$ cat src/rtl/player_lobby.sv
// Role selection lobby: local buttons claim one free role, remote claims arrive on a ready vector;
// once all roles are covered without overlap for LOCK_DELAY cycles the lobby locks until game_over.
module player_lobby #(
    parameter int N_ROLES    = 2,
    parameter int LOCK_DELAY = 16,
    parameter int LOCAL_PRIO = 0,
    localparam int PID_W     = (N_ROLES > 1) ? $clog2(N_ROLES) : 1
) (
    input  logic               clk60MHz,
    input  logic               rst_n,
    input  logic [N_ROLES-1:0] player_choose,
    input  logic [N_ROLES-1:0] in_player_ready,
    input  logic               game_over,
    output logic [N_ROLES-1:0] player_led,
    output logic [N_ROLES-1:0] out_player_ready,
    output logic [PID_W-1:0]   current_player,
    output logic               locked,
    output logic               conflict
);

    localparam int CNT_W = $clog2(LOCK_DELAY + 1);

    typedef enum logic [1:0] {ST_SELECT, ST_ARMED, ST_LOCKED} state_t;

    state_t             state_q, state_d;
    logic [N_ROLES-1:0] claim_q, claim_d;
    logic [PID_W-1:0]   cp_q, cp_d;
    logic [CNT_W-1:0]   cnt_q, cnt_d;
    logic               locked_q, locked_d;
    logic               conflict_q, conflict_d;

    logic [N_ROLES-1:0] free;
    logic [N_ROLES-1:0] overlap;
    logic [N_ROLES-1:0] low_oh;
    logic [PID_W-1:0]   low_idx;
    logic               all_ok;
    logic               cnt_done;

    assign free     = player_choose & ~in_player_ready;
    assign overlap  = claim_q & in_player_ready;
    assign all_ok   = (claim_q != '0) && ((claim_q | in_player_ready) == '1) && (overlap == '0);
    assign cnt_done = (cnt_q == CNT_W'(LOCK_DELAY));

    // Lowest free role wins; descending scan leaves the lowest index last.
    always_comb begin
        low_oh  = '0;
        low_idx = '0;
        for (int i = N_ROLES - 1; i >= 0; i--) begin
            if (free[i]) begin
                low_oh    = '0;
                low_oh[i] = 1'b1;
                low_idx   = PID_W'(i);
            end
        end
    end

    always_ff @(posedge clk60MHz or negedge rst_n) begin
        if (!rst_n) begin
            state_q <= ST_SELECT;
        end else begin
            state_q <= state_d;
        end
    end

    always_comb begin
        state_d = state_q;
        case (state_q)
            ST_SELECT: if (all_ok) state_d = ST_ARMED;
            ST_ARMED: begin
                if (!all_ok)       state_d = ST_SELECT;
                else if (cnt_done) state_d = ST_LOCKED;
            end
            ST_LOCKED: if (game_over) state_d = ST_SELECT;
            default:   state_d = ST_SELECT;
        endcase
    end

    always_comb begin
        claim_d    = claim_q;
        cp_d       = cp_q;
        cnt_d      = '0;
        conflict_d = 1'b0;
        locked_d   = (state_d == ST_LOCKED);
        case (state_q)
            ST_SELECT: begin
                // A remotely taken role is surrendered before any new press is honoured.
                if ((overlap != '0) && (LOCAL_PRIO == 0)) begin
                    claim_d    = '0;
                    conflict_d = 1'b1;
                end else if (free != '0) begin
                    claim_d = low_oh;
                    cp_d    = low_idx;
                end else if (player_choose != '0) begin
                    conflict_d = 1'b1;
                end
            end
            ST_ARMED: begin
                if (all_ok && !cnt_done) cnt_d = cnt_q + CNT_W'(1);
            end
            ST_LOCKED: begin
                if (game_over) begin
                    claim_d = '0;
                    cp_d    = '0;
                end
            end
            default: ;
        endcase
    end

    always_ff @(posedge clk60MHz or negedge rst_n) begin
        if (!rst_n) begin
            claim_q    <= '0;
            cp_q       <= '0;
            cnt_q      <= '0;
            locked_q   <= 1'b0;
            conflict_q <= 1'b0;
        end else begin
            claim_q    <= claim_d;
            cp_q       <= cp_d;
            cnt_q      <= cnt_d;
            locked_q   <= locked_d;
            conflict_q <= conflict_d;
        end
    end

    assign player_led       = claim_q;
    assign out_player_ready = claim_q;
    assign current_player   = cp_q;
    assign locked           = locked_q;
    assign conflict         = conflict_q;

endmodule
$ cat config.mk
export PLATFORM = sky130hd
export DESIGN_NAME = player_lobby
export DESIGN_NICKNAME = d
export VERILOG_FILES = /design/src/rtl/player_lobby.sv
export SDC_FILE = /design/constraint.sdc
export NUM_CORES = 1
export LEC_CHECK = 0
export CAP_MARGIN = 10
export CELL_PAD_IN_SITES_DETAIL_PLACEMENT = 0
export CELL_PAD_IN_SITES_GLOBAL_PLACEMENT = 2
export CORE_ASPECT_RATIO = 1.1
export CORE_MARGIN = 3
export CORE_UTILIZATION = 31
export CTS_CLUSTER_SIZE = 8
export DETAILED_ROUTE_END_ITERATION = 12
export PLACE_DENSITY_LB_ADDON = 0.12
export SYNTH_ARGS = -nofsm -noshare
export SYNTH_HDL_FRONTEND = slang
export SYNTH_SLANG_ARGS = --single-unit
$ cat constraint.sdc
create_clock -name clk60MHz -period 2.2 [get_ports clk60MHz]
set_input_delay 0.44 -clock clk60MHz [delete_from_list [all_inputs] [get_ports clk60MHz]]
set_output_delay 0.44 -clock clk60MHz [all_outputs]
set_load 0.05 [all_outputs]
=== After elaboration in Yosys (flattened, before gate mapping) ===
Cells that the tools add are included.

* Register bits: 12
* Bits of input ports: 7
* Output and inout bits: 7
* Logic and storage cells: 56

* Add/subtract/negate cells: 1
* Equality and inequality tests: 9
* Muxes and demuxes: 23
* Bitwise logic cells: 4
* Reductions and logical operators: 13

{| class="wikitable"
|+ Operators by type and width
! cell !! count
|-
| 2-to-1 mux 2 bit || 9
|-
| 2-to-1 mux 5 bit || 2
|-
| nonzero test 2 bit || 5
|-
| 2-to-1 mux 1 bit || 9
|-
| == test 2 bit (second input constant) || 3
|-
| inequality test 2 bit (second input constant) || 3
|-
| case mux 2 bit (3 select lines) || 1
|-
| adder 5 x 1 -> 5 bit (second input constant) || 1
|-
| == test 5 bit (second input constant) || 1
|-
| AND 2 bit || 2
|-
| zero test 2 bit || 2
|-
| case mux 2 bit (2 select lines) || 1
|-
| AND reduction 4 bit || 1
|-
| logical AND 1 bit || 3
|-
| inequality test 3 bit (second input constant) || 1
|-
| AND reduction 3 bit || 1
|-
| == test 2 x 1 -> 1 bit (second input constant) || 1
|-
| inverter 2 bit || 1
|-
| bitwise OR 2 bit || 1
|-
| case mux 1 bit (2 select lines) || 1
|-
| zero test 1 bit || 1
|}

=== Longest topological paths before layout ===
* Word-level depth: 7
* Depth in mapped cells: 6
* Mapped depth without buffers: 6

=== Worst setup path after synthesis ===
No wires, ideal clock.

* Kind: register -> register
* From: register claim_q[0], in the netlist out_player_ready[0]
* To: register cnt_q[2]
* Setup time: 0.072 ns
* Data arrival time: 1.683 ns
* Required time: 2.128 ns
* Setup slack: 0.446 ns
* Stages on the path, launching flop included: 5
* Buffers on the path: 0
* Period minus slack after synthesis: 1.754 ns
* Path through: dfrtp_1 -> and4bb_2 -> a31oi_1 -> or4b_4 -> nor2_1

* Word-level cells in the longest chain between the ends: 7
* Elaborated cells on any way between the ends: 10
* Those cells by class: eq/ne: 1; mux: 2; bitwise: 2; reduce/logical: 5

{| class="wikitable"
|+ RTL lines
! element !! RTL line !! RTL
|-
| start, declared || 26 || <nowiki>logic [N_ROLES-1:0] claim_q, claim_d;</nowiki>
|-
| start signal, assigned || 118 || <nowiki>claim_q <= claim_d;</nowiki>
|-
| bitwise OR 2 bit || 41 || <nowiki>assign all_ok = (claim_q != '0) && ((claim_q | in_player_ready) == '1) && (overlap == '0);</nowiki>
|-
| == test 2 bit || 41 ||
|-
| logical AND 1 bit || 41 ||
|-
| logical AND 1 bit * || 41 ||
|-
| logical AND 1 bit * || 98 || <nowiki>if (all_ok && !cnt_done) cnt_d = cnt_q + CNT_W'(1);</nowiki>
|-
| 2-to-1 mux 5 bit * || 98 ||
|-
| 2-to-1 mux 5 bit * || 84 || <nowiki>case (state_q)</nowiki>
|-
| via cnt_d[2] || 28 || <nowiki>logic [CNT_W-1:0] cnt_q, cnt_d;</nowiki>
|-
| end signal, assigned || 120 || <nowiki>cnt_q <= cnt_d;</nowiki>
|-
| end, declared || 28 ||
|}

The timed path passes the listed nets; every way through them passes the cells marked *.
A chain may end at the register's enable or synchronous reset.

=== Worst setup path in the final report ===
* From: register claim_q[0], in the netlist out_player_ready[0]
* To: output player_led[0]

{| class="wikitable"
|+ RTL lines
! element !! RTL line !! RTL
|-
| end, declared || 14 || <nowiki>output logic [N_ROLES-1:0] player_led,</nowiki>
|}

No word-level cell between the ends.

==> impl_metrics.tcl <==
set metrics [dict create \
    hold_viol_final 0 \
    cts_tree "done" \
    rsz0062_at_grt "false" \
    power_mw 0.912 \
    gp_congestion 0.645 \
    finalCritPeriodShare 0.921 \
    insertion_delay_ns 0.27 \
    ant_nets 0 \
    die_y_um 53.1 \
    area_growth_pct 30.9 \
    io_pins 14 \
    synth_seq_cells 12 \
    use_met1 0.121 \
    min_period_ns 2.03 \
    synth_top_area_share 0.481 \
    cp_cell_sequence "clkdlybuf4s50_1" \
    ys_types 25 \
    worstSetupPathType "flop to output pin" \
    post_synth.cell_area_avg_sq_um 9.76 \
    fp-row-count 16 \
    arrival_ns 1.59 \
    cts_buffers 3 \
    grt_max_degree 13 \
    synth_top_cell_by_area "dfrtp_1" \
    fmax_ghz 0.494 \
    drive_gt1_frac 0.100 \
    hold_path.startpoint "cnt_q[0]$_DFF_PN0_" \
    grt_use_met3 0.00845 \
    drt_iter0_drc 2 \
    slew_viol_final 0 \
    yosys-top-cells-area "dfrtp_1 48%, xor2_1 4.2%, ha_1 4.0%, nor2b_1 4.0%, nor2_1 3.6%" \
    syn-cell-area_sq_um 624 \
    crit_path_start_kind "flop" \
    setup_viol 0 \
    grt_overflow 0 \
    fillCellCount 193 \
    worst_pin_slew_ns 0.525 \
    worst_setup_hold_path_clk_slew_ns 0.08 \
    dr.pass1.iters 2 \
    timing.rr.start "out_player_ready[1]$_DFFE_PN0P_" \
    post_cts_buffers 0 \
    wl_um 1190 \
    critPathSlowestCell "clkdlybuf4s50_1" \
    critPathTopFamily "buffers and inverters" \
    grt_pass1_vias 479 \
    htreeDepth 1 \
    antenna_cells 0 \
    placed_cell_area_sq_um 781 \
    ys_seq_area_frac 0.481 \
    via_count 493 \
    clock_sinks 12 \
    wl_per_cell_um 11.1 \
    cts-root-buf "clkbuf_4" \
    syn_nets 73 \
    antenna_found_initial 0 \
    gr-usage-met2 0.179 \
    design.core.area_sq_um 1840 \
    hold_path_class "flop to flop" \
    status "finished clean" \
    peakVddDrop_v 0.000460 \
    cts_buffer_depth 2 \
    p_leak_nw 0.349 \
    syn-instance-count 64 \
    cp-end-kind "output pin" \
    via_per_inst 4.61 \
    max_stage_delay_ns 0.85 \
    busiest_layer "met2" \
    p_per_area_nw_per_um2 1120 \
    finalSetupTns_ns 0 \
    cp_max_fo 7 \
    yosys_warnings 0 \
    drc 0 \
    startpoint "out_player_ready[0]$_DFFE_PN0P_" \
    dpl.hpwl_um 941 \
    nets 90 \
    track_usage 0.104 \
    start_util 0.339 \
    grt_pass1_wl_um 1980 \
    ctsResizeCount 0 \
    fin_area_sq_um 817 \
    dieArea_sq_um 2590 \
    relSlewSlack 0.649 \
    path_buf_inv 1 \
    cts_hold_buf 0 \
    die_width_um 48.8 \
    finClkSkew_ns 0.00284 \
    io_buffers 13 \
    critical_path_required_ns 1.76 \
    maxCapViolations 0 \
]
-- worst reg2reg max path, cell delays in order, from the launching register on --
cell      delay (ns)
dfrtp_1         0.46
and4bb_2        0.32
a31oi_1         0.05
or4b_4          0.57
nor2_1          0.12
-- cell usage in the layout, fill, tap and decap left out, types with 2 or more instances in the layout --
cell / instances
dfrtp_1: 12
nand2_1: 4
nand2b_1: 3
clkdlybuf4s50_1: 13
nor2_1: 6
a21oi_1: 2
a31oi_1: 2
nand3_1: 3
nor2b_1: 4
o21ai_0: 3
clkbuf_4: 3
xor2_1: 3
o22ai_1: 2
inv_1: 5
ha_1: 2
-- power by group --
group,switching (mW),internal (mW)
Combinational,0.275,0.156
Sequential,0.0513,0.259
Clock,0.0705,0.100
-- Yosys cell counts --
| cell | instances |
|---|---|
| o21ai_0 | 3 |
| o2bb2ai_1 | 1 |
| and2_1 | 1 |
| nand2b_1 | 3 |
| a211o_1 | 1 |
| or4b_4 | 1 |
| xor2_1 | 3 |
| dfrtp_1 | 12 |
| inv_1 | 5 |
| nor3_1 | 1 |
| xnor2_1 | 1 |
| and4bb_2 | 1 |
| nand3_1 | 3 |
| nor2_1 | 6 |
| buf_4 | 2 |
| a21boi_0 | 1 |
| o22ai_1 | 2 |
| a31oi_1 | 2 |
| ha_1 | 2 |
| a21oi_1 | 2 |
| or2_2 | 1 |
| a22oi_1 | 1 |
| nand2_1 | 4 |
| nor2b_1 | 4 |
| o211ai_1 | 1 |
-- layer usage --
layer	routed length (um)	part of all wire	vias up
li1	-	-	252
met1	550	0.46	231
met2	595	0.50	8
met3	23	0.019	2
met4	17	0.014	0
met5	0	0	-
-- layout make-up --
type                    count  area, sq um  share of cell area
well taps                  27         33.8              0.0413
repair buffers             14          138               0.168
flip-flops and latches     12          300               0.368
clock buffers               4         36.3              0.0444
inverters                   5         18.8              0.0230
multi-input cells          45          290               0.355
-- sequential cells by signal (all words and copies together) (netlist names) --
name	count
current_player	1
cnt_q	5
out_player_ready	2
state_q	2
conflict	1
locked	1
-- stage by stage --
step	setup WS (ns)	instances	util	hold slack (ns)
finish	0.175	107	0.444	0.485
global route	0.0965	107	0.444	0.525
CTS	0.133	107	0.444	0.492
detailed placement	0.139	103	0.424	0.474
global placement	0.176	103	0.424	0.471
floorplan	0.446	64	-	0.144
-- worst paths after layout --
check                                       end  slack [ns]  cells after the start
min in group asynchronous    conflict$_DFF_PN0_        0.51                      1
min reg2reg                  cnt_q[0]$_DFF_PN0_        0.48                      1
max reg2reg                  cnt_q[2]$_DFF_PN0_        0.62                      4
max in group asynchronous  state_q[0]$_DFF_PN0_        1.34                      1
min                          cnt_q[0]$_DFF_PN0_        0.48                      1
max                               player_led[0]        0.17                      1
-- cell families after synthesis --
family / synth area share
XOR/XNOR: 0.0561
buffers and inverters: 0.0541
AO/OA/AOI/OAI: 0.144
adder cells (fa/ha/maj): 0.0401
AND/OR/NAND/NOR: 0.224
flip-flops: 0.481
No activity file was read; power rests on OpenSTA's default activity.
